[src/rtl/tryx_periph_arbiter.sv]
// tryx_periph_arbiter
//   Shares one downstream peripheral/AXI-bridge port between NB_CORES cores
//   using round-robin arbitration. An in-order ID FIFO remembers which core
//   issued each outstanding request, so every response is routed back to that
//   core. The response's slave-error bit comes back as a one-cycle per-core
//   pulse for the tryx control register.
//
// Ports
//   clk_i, rst_ni              clock, async active-low reset
//   req_i/add_i/wen_i/         per-core request, address, write enable (0 = write),
//   wdata_i/be_i/user_i        write data, byte enables, AXI user tag
//   gnt_o                      per-core grant
//   r_valid_o                  per-core response valid
//   r_rdata_o/r_opc_o          response data/opcode, broadcast to all cores
//   slverr_valid_o/slverr_o    per-core slave-error pulse and bit
//   req_o..user_o, gnt_i       downstream request channel
//   r_valid_i/r_rdata_i/       downstream response channel
//   r_opc_i/slverr_i
//   outst_o                    outstanding request count
//   err_o                      sticky: response received with nothing outstanding
//
// Lock FSM
//   state     | meaning
//   ST_OPEN   | free arbitration from rr_q
//   ST_LOCKED | downstream stalled; selection pinned to lsel_q until handshake
module tryx_periph_arbiter #(
  parameter int unsigned NB_CORES       = 4,
  parameter int unsigned AXI_USER_WIDTH = 6,
  parameter int unsigned MAX_OUTST      = 4
) (
  input  logic                                     clk_i,
  input  logic                                     rst_ni,
  input  logic [NB_CORES-1:0]                      req_i,
  input  logic [NB_CORES-1:0][31:0]                add_i,
  input  logic [NB_CORES-1:0]                      wen_i,
  input  logic [NB_CORES-1:0][31:0]                wdata_i,
  input  logic [NB_CORES-1:0][3:0]                 be_i,
  input  logic [NB_CORES-1:0][AXI_USER_WIDTH-1:0]  user_i,
  output logic [NB_CORES-1:0]                      gnt_o,
  output logic [NB_CORES-1:0]                      r_valid_o,
  output logic [31:0]                              r_rdata_o,
  output logic                                     r_opc_o,
  output logic [NB_CORES-1:0]                      slverr_valid_o,
  output logic [NB_CORES-1:0]                      slverr_o,
  output logic                                     req_o,
  output logic [31:0]                              add_o,
  output logic                                     wen_o,
  output logic [31:0]                              wdata_o,
  output logic [3:0]                               be_o,
  output logic [AXI_USER_WIDTH-1:0]                user_o,
  input  logic                                     gnt_i,
  input  logic                                     r_valid_i,
  input  logic [31:0]                              r_rdata_i,
  input  logic                                     r_opc_i,
  input  logic                                     slverr_i,
  output logic [$clog2(MAX_OUTST+1)-1:0]           outst_o,
  output logic                                     err_o
);

  localparam int unsigned IDX_W = $clog2(NB_CORES);
  localparam int unsigned PTR_W = $clog2(MAX_OUTST);
  localparam int unsigned CNT_W = $clog2(MAX_OUTST+1);

  typedef enum logic {ST_OPEN, ST_LOCKED} lock_state_e;

  lock_state_e      lock_q, lock_d;
  logic [IDX_W-1:0] lsel_q, lsel_d;
  logic [IDX_W-1:0] rr_q, rr_d;
  logic [IDX_W-1:0] rr_sel, sel, head;
  logic             rr_found;
  logic             sel_req, full, hs, pop;

  logic [IDX_W-1:0] id_q [MAX_OUTST];
  logic [PTR_W-1:0] wptr_q, rptr_q;
  logic [CNT_W-1:0] count_q;
  logic             err_q;

  function automatic logic [IDX_W-1:0] wrap_idx(input logic [IDX_W-1:0] base,
                                               input int unsigned off);
    int unsigned s;
    s = 32'(base) + off;
    return IDX_W'(s % NB_CORES);
  endfunction

  // First requester at or after rr_q, with wrap-around.
  always_comb begin
    rr_sel   = rr_q;
    rr_found = 1'b0;
    for (int unsigned i = 0; i < NB_CORES; i++) begin
      if (!rr_found && req_i[wrap_idx(rr_q, i)]) begin
        rr_found = 1'b1;
        rr_sel   = wrap_idx(rr_q, i);
      end
    end
  end

  assign sel = (lock_q == ST_LOCKED) ? lsel_q : rr_sel;
  // Unlocked, req_i[rr_sel] equals |req_i. Locked, only the pinned core counts,
  // so a core that drops its request while locked is never granted.
  assign sel_req = req_i[sel];
  assign full    = (count_q == CNT_W'(MAX_OUTST));
  assign req_o   = sel_req & ~full;
  assign hs      = req_o & gnt_i;

  always_comb begin
    gnt_o      = '0;
    gnt_o[sel] = hs;
  end

  always_comb begin
    add_o   = '0;
    wen_o   = 1'b1;
    wdata_o = '0;
    be_o    = '0;
    user_o  = '0;
    if (req_o) begin
      add_o   = add_i[sel];
      wen_o   = wen_i[sel];
      wdata_o = wdata_i[sel];
      be_o    = be_i[sel];
      user_o  = user_i[sel];
    end
  end

  always_comb begin
    lock_d = lock_q;
    lsel_d = lsel_q;
    unique case (lock_q)
      ST_OPEN: begin
        if (req_o && !gnt_i) begin
          lock_d = ST_LOCKED;
          lsel_d = sel;
        end
      end
      ST_LOCKED: begin
        if (hs || !req_i[lsel_q]) lock_d = ST_OPEN;
      end
      default: lock_d = ST_OPEN;
    endcase
  end

  always_comb begin
    rr_d = rr_q;
    if (hs) rr_d = (sel == IDX_W'(NB_CORES-1)) ? '0 : sel + 1'b1;
  end

  always_ff @(posedge clk_i or negedge rst_ni) begin
    if (!rst_ni) begin
      lock_q <= ST_OPEN;
      lsel_q <= '0;
      rr_q   <= '0;
    end else begin
      lock_q <= lock_d;
      lsel_q <= lsel_d;
      rr_q   <= rr_d;
    end
  end

  assign pop  = r_valid_i & (count_q != '0);
  assign head = id_q[rptr_q];

  // ID storage needs no reset: entries are only read while count_q covers them.
  always_ff @(posedge clk_i) begin
    if (hs) id_q[wptr_q] <= sel;
  end

  always_ff @(posedge clk_i or negedge rst_ni) begin
    if (!rst_ni) begin
      wptr_q  <= '0;
      rptr_q  <= '0;
      count_q <= '0;
      err_q   <= 1'b0;
    end else begin
      if (hs)  wptr_q <= wptr_q + 1'b1;
      if (pop) rptr_q <= rptr_q + 1'b1;
      unique case ({hs, pop})
        2'b10:   count_q <= count_q + 1'b1;
        2'b01:   count_q <= count_q - 1'b1;
        default: count_q <= count_q;
      endcase
      if (r_valid_i && count_q == '0) err_q <= 1'b1;
    end
  end

  always_comb begin
    r_valid_o      = '0;
    slverr_valid_o = '0;
    slverr_o       = '0;
    if (count_q != '0) begin
      r_valid_o[head]      = r_valid_i;
      slverr_valid_o[head] = r_valid_i;
      slverr_o[head]       = slverr_i;
    end
  end

  assign r_rdata_o = r_rdata_i;
  assign r_opc_o   = r_opc_i;
  assign outst_o   = count_q;
  assign err_o     = err_q;

endmodule

[config.mk]
export PLATFORM = sky130hd
export DESIGN_NAME = tryx_periph_arbiter
export DESIGN_NICKNAME = d
export VERILOG_FILES = /design/src/rtl/tryx_periph_arbiter.sv
export SDC_FILE = /design/constraint.sdc
export NUM_CORES = 1
export LEC_CHECK = 0
export ABC_AREA = 1
export BUFFER_PORTS_ARGS = -buffer_cell sky130_fd_sc_hd__buf_2
export CAP_MARGIN = 10
export CORE_AREA = 10 10 173 175
export CTS_CLUSTER_SIZE = 16
export DETAILED_ROUTE_END_ITERATION = 8
export DIE_AREA = 0 0 183 185
export MAX_ROUTING_LAYER = met4
export PLACE_DENSITY = 0.45
export SYNTH_ARGS = -nofsm -noshare
export SYNTH_HDL_FRONTEND = slang
export SYNTH_SLANG_ARGS = --single-unit
[constraint.sdc]
create_clock -name clk_i -period 3.5 [get_ports clk_i]
set_input_delay 0.525 -clock clk_i [delete_from_list [all_inputs] [get_ports clk_i]]
set_output_delay 0.525 -clock clk_i [all_outputs]
set_load 0.05 [all_outputs]
Word level (Yosys, flattened, before mapping)

Memory sizes are Yosys's and may differ from the RTL's.
Index checks and enable logic that the tools add are counted.
Widths: inputs -> output; s select.

Bits in writable memories: 8
Input bits: 342
Memories kept: 1
Bits in registers: 13
Word-level logic and storage cells: 101
Output and inout bits: 129

Muxes and demuxes: 47
$lt $le $gt $ge: 9
Add/sub/neg operators: 8
Bitwise logic cells: 8
Reductions and logical operators: 17
Equality and inequality tests: 4

Memory list:

| name | depth | bits a word | rd ports | clocked after Yosys merged registers in | wr ports | line | text |
|---|---|---|---|---|---|---|---|
| id_q | 4     | 2           | 1        | 0                                       | 1        | 73   | `logic [IDX_W-1:0] id_q [MAX_OUTST];` |

Operator list:

| operator            | count |
|---|---|
| $bmux 32 s2         | 2 |
| $mux 32             | 4 |
| $lt 2x3->1 const B  | 7 |
| $mux 1              | 17 |
| $mux 4              | 4 |
| $bmux 1 s2          | 7 |
| $and 4x4->4         | 3 |
| $bmux 6 s2          | 1 |
| $mux 6              | 2 |
| $mux 2              | 5 |
| $add 2x1->2 const B | 4 |
| $bmux 4 s2          | 1 |
| $logic_and 1x1->1   | 7 |
| $pmux 3 s2          | 1 |
| $logic_not 1->1     | 5 |
| $add 2x2->2 const B | 2 |
| $demux 1 s2         | 2 |
| $eq 2x2->1 const B  | 2 |
| $ge 2x1->1 const B  | 2 |
| $add 3x1->3 const B | 1 |
| $and 1x1->1         | 3 |
| $eq 3x3->1 const B  | 1 |
| $logic_not 3->1     | 1 |
| $reduce_bool 3->1   | 1 |
| 7 further kinds     | 8 |

Longest topological paths before layout

Depth after elaboration: 20
Depth in mapped cells: 24

Least setup slack after synthesis

Ideal clock, no wire load.

Kind: register -> output
Start: reg rr_q[1]
End: out wen_o
Path buffers: 2
Stages on the path, launching flop included: 19
Path slack: 0.361 ns
Data required time: 2.975 ns
Arrival time: 2.614 ns
Cells stage by stage: dfrtp_1 buf_2 inv_2 nand2_1 nand2_1 nand2_1 nand2_1 nand2_1 nor2_2 nand2_1 nand2_1 inv_2 a21boi_2 nand3_2 nand2_4 nand2_2 buf_6 inv_1 nand3_1

Longest elaborated chain between the ends: 17
Elaborated cells between the ends (all ways): 30
Those cells by class: 3 x add/sub; 20 x mux; 1 x bitwise; 6 x reduce/logical

Ends and longest elaborated chain:

| item                                                 | line | text |
|---|---|---|
| start, declared                                      | 68   | `logic [IDX_W-1:0] rr_q, rr_d;` |
| start signal, assigned                               | 155  | `rr_q <= rr_d;` |
| branches (longest 11 deep; another with $add 2x1->2) | --   |  |
| $mux 2 *                                             | 90   | `if (!rr_found && req_i[wrap_idx(rr_q, i)]) begin` |
| $mux 2 *                                             | 97   | `assign sel = (lock_q == ST_LOCKED) ? lsel_q : rr_sel;` |
| $bmux 1 s2 *                                         | 100  | `assign sel_req = req_i[sel];` |
| $mux 1 (not written as such) *                       | 100  |  |
| $and 1x1->1 *                                        | 102  | `assign req_o = sel_req & ~full;` |
| named net req_o                                      | 45   | `output logic req_o,` |
| $mux 1 *                                             | 116  | `if (req_o) begin` |
| end, declared                                        | 47   | `output logic wen_o,` |

Mark *: on every way through the listed nets, which the timed path passes. The select of a mux whose other input is x is not followed.

Final worst setup path

Start: reg rr_q[0]
End: out wdata_o[17]

Longest elaborated chain between the ends: 17
Elaborated cells between the ends (all ways): 30
Those cells by class: 3 x add/sub; 20 x mux; 1 x bitwise; 6 x reduce/logical

Ends and longest elaborated chain:

| item                                                 | line | text |
|---|---|---|
| branches (longest 11 deep; another with $add 2x1->2) | --   |  |
| $mux 2 *                                             | 90   |  |
| $mux 2 *                                             | 97   |  |
| $bmux 1 s2                                           | 100  |  |
| $mux 1 (not written as such)                         | 100  |  |
| $and 1x1->1                                          | 102  |  |
| $mux 32 *                                            | 116  |  |
| end, declared                                        | 48   | `output logic [31:0] wdata_o,` |

Every way passes the cells marked *. The select of a mux whose other input is x is not followed.

==> impl_metrics.csv <==
group,metric,value,unit
synth,synth_seq_cells,21,
detailed_routing,ant_nets,0,
timing,report.final.setup_viol,0,
clock_network,htreeDepth,1,
detailed_routing,vias,6517,
critical_path,worstRegToRegCells,18,
floorplan,core,0.0266,sq mm
clock_network,clock_latency,0.25,ns
timing,min_period,3.35,ns
synth,ys_top_cells_by_area,"nor2_1 14%, o211ai_1 12%, or2_2 9.7%",
global_route,grt_use_met1,16.4,%
timing,hold_viol_final,0,
critical_path,r2r_slack,0.42,ns
detailed_routing,wl_per_cell,18.4,um
critical_path,crit_path_end_kind,"output port",
global_route,antenna_found_initial,5,
clock_network,cts_sinks,21,
timing,worst_pin_slew,0.404,ns
placed_design,dp_slack,0.221,ns
clock_network,clk_path_buf_depth,2,
floorplan,start_util,17.8,%
worst_hold_path,hold_class,"in2async",
detailed_routing,first_pass_iters,5,
floorplan,die_h,185,um
synth,synthTopCellsByCount,"170 x nor2_1, 82 x nand2_1, 78 x o21ai_0",
clock_network,clock-root-buffer,"clkbuf_16",
layout,drive_above_1_share,53.0,%
run,drv_cap,0,
critical_path,cp_slowest_stage_delay,0.46,ns
synth,ys_async_sr_fraction,61.9,%
synth,avgSynthCellArea,6.13,sq um
critical_path,crit_family,"simple AND/OR/NAND/NOR gates",
placed_design,dp_hpwl,21.2,mm
timing,drv_slew,0,
global_route,grt_start_max_net_pins,85,
floorplan,ios,471,
timing,max_freq,299,MHz
placed_design,placed_area,0.00687,sq mm
global_route,met3_usage,3.80,%
layout,fin_nets,1469,
synth,ys_types,33,
critical_path,reg2reg_to,"outst_o[2]$_DFFE_PN0P_",
synth,synth_most_common_cell,"nor2_1",
detailed_routing,vias_per_cell,4.46,
critical_path,path_max_fanout,67,
global_route,grt_pass1_wl,38.0,mm
global_route,grt_overflow_total,0,
clock_network,path_clk_slew,0.06,ns
clock_network,cts_tree,"yes",
detailed_routing,drtIter0Drc,353,
timing,fin_crit_sh,95.6,%
timing,finClkSkew,0.0110,ns
synth,synth_top_area_cell,"nor2_1",
floorplan,core.rowCount,60,
timing,setup_ws,0.153,ns
critical_path,r2r_start,"rr_q[0]$_DFFE_PN0P_",
placed_design,gp_congestion,0.853,
synth,ys_warn_count,0,
layout,fin_area,0.00739,sq mm
placed_design,portBuffers,404,
layout,nFillCells,3056,
synth,synth_edf_count,8,
global_route,use_met2,24.8,%
floorplan,die_width,183,um
floorplan,dieArea,0.0339,sq mm
synth,synth_fp_nets,1122,
timing,rsz0062_at_grt,"true",
synth,synthCells,770,
critical_path,cp_num_buf_inv,3,
critical_path,path_class,"reg2out",
synth,ys.flop_type,"dfrtp_1",
timing,slew_headroom,72.8,%
global_route,top_usage_layer,"met2",
synth,ys_seq_area_share,12.0,%
synth,yosysTopAreaCellShare,13.5,%
layout,utilization,27.8,%
global_route,track_usage,14.3,%
critical_path,arrival,2.82,ns
critical_path,required,2.97,ns
layout,area_growth,56.5,%
critical_path,slowest_stage,"dfrtp_2",
synth,syn_area,0.00472,sq mm
detailed_routing,drcViolationCount,0,
global_route,grt_pass1_vias,6648,
timing,timing.hold.ws,0.164,ns
run_status,outcome,"finished, final reports clean",
critical_path,crit_chain,"buf_4 -> nand2_1 -> nand3_1 -> nand2_2 -> nand3_2 -> nand3_1 -> nand3_2 -> nand2_4 -> nand2_8 -> buf_12 -> nor2_1 -> o21ai_0 -> a21oi_2 -> buf_4",
detailed_routing,drt_wl_total,26.8,mm
clock_network,cts_buffers,3,
critical_path,worst_setup_path_start_kind,"flip-flop",
## registers in the layout, summed over array words and instances (netlist names)
name,cells
id_q,8
wptr_q,2
lsel_q,2
rptr_q,2
outst_o,3
err_o,1
lock_q,1
rr_q,2
## how the worst max path moves through the flow
stage | cells past startpoint | slack, ns | from | end
after CTS | 17 | -0.07 | rr_q[0]$_DFFE_PN0P_ | wen_o
after global routing | 16 | -0.03 | rr_q[0]$_DFFE_PN0P_ | be_o[0]
after detailed placement | 17 | 0.22 | rr_q[0]$_DFFE_PN0P_ | wen_o
after global placement | 16 | 0.24 | req_i[1] | wdata_o[17]
final | 14 | 0.15 | rr_q[0]$_DFFE_PN0P_ | wdata_o[17]
after floorplan | 18 | 0.36 | rr_q[1]$_DFFE_PN0P_ | wen_o
## cell families after synthesis
family,count (synthesis),share of synthesized area [%]
adders and majority gates,10,2.81
AOI/OAI and AO/OA,238,33.6
DFF,21,12.0
xor gates and xnor gates,3,0.556
buffers and inverters,129,15.5
and+or+nand+nor,369,35.6
## worst register-to-register path, stage by stage (launching register included)
cell and delay, ns:
dfrtp_2 0.46, buf_4 0.15, nand2_1 0.09, nand3_1 0.10
nand2_2 0.12, nand3_2 0.11, nand3_1 0.11, nand3_2 0.16
nand2_4 0.15, nand2_8 0.11, nand3_2 0.13, nand2_4 0.10
nand3_2 0.15, ha_1 0.17, inv_1 0.06, fa_1 0.38
a21oi_1 0.14, o21ai_0 0.11, xor2_1 0.15
## layout make-up
type                       instances  area, sq um  share of cell area [%]
antenna                            4         10.0                   0.135
clock buffer                       4         78.8                    1.07
inverter                          32          128                    1.73
multi-input combinational        621         3480                    47.1
sequential                        21          568                    7.68
tap                              341          427                    5.77
timing repair buffer             438         2700                    36.6
## metrics by stage
stage,TNS [ns],std cells
2_1_floorplan,0,770
3_3_place_gp,0,1441
3_5_place_dp,0,1441
4_1_cts,-0.0659,1446
5_1_grt,-0.203,1461
6_report,0,1461
## layer usage
metal,up-vias,part of all wire [%],wire (um)
met5,-,0,0
met3,30,7.3,1960
met1,2979,40,10700
li1,3259,-,-
met2,249,51,13700
met4,0,1.5,405
## cell usage in the layout, fill, tap and decap left out, types with 4 or more instances in the layout
cell       Yosys  layout
clkbuf_4       0      19
a21oi_2       50      51
dfrtp_1       13      11
nand2_2        8       7
buf_6          9       4
inv_1         27      27
diode_2        0       4
nand3_2        5       5
or2_2         73      73
clkbuf_16      0       8
buf_4         40      51
nand3_1       17      17
nor2_1       170     170
a21oi_1       30      29
buf_12         0       8
o21ai_0       78      78
edfxtp_1       8       8
o211ai_1      76      76
buf_2         22     347
ha_1           9       9
buf_16         0       4
nand2_4        2       5
nand4_1        6       6
nand2_1       82      80
## timing repair
item / CTS / global route
setup buffers: 0 / 5
endpoints found under the setup margin: 16 / 81
pin swaps: 0 / 4
gates resized for setup: 17 / 81
hold buffers: 0 / 0
gates cloned: 1 / 6
Power is not shown: default switching activity piles up to over one toggle a cycle in this logic, so the estimate is an artifact.
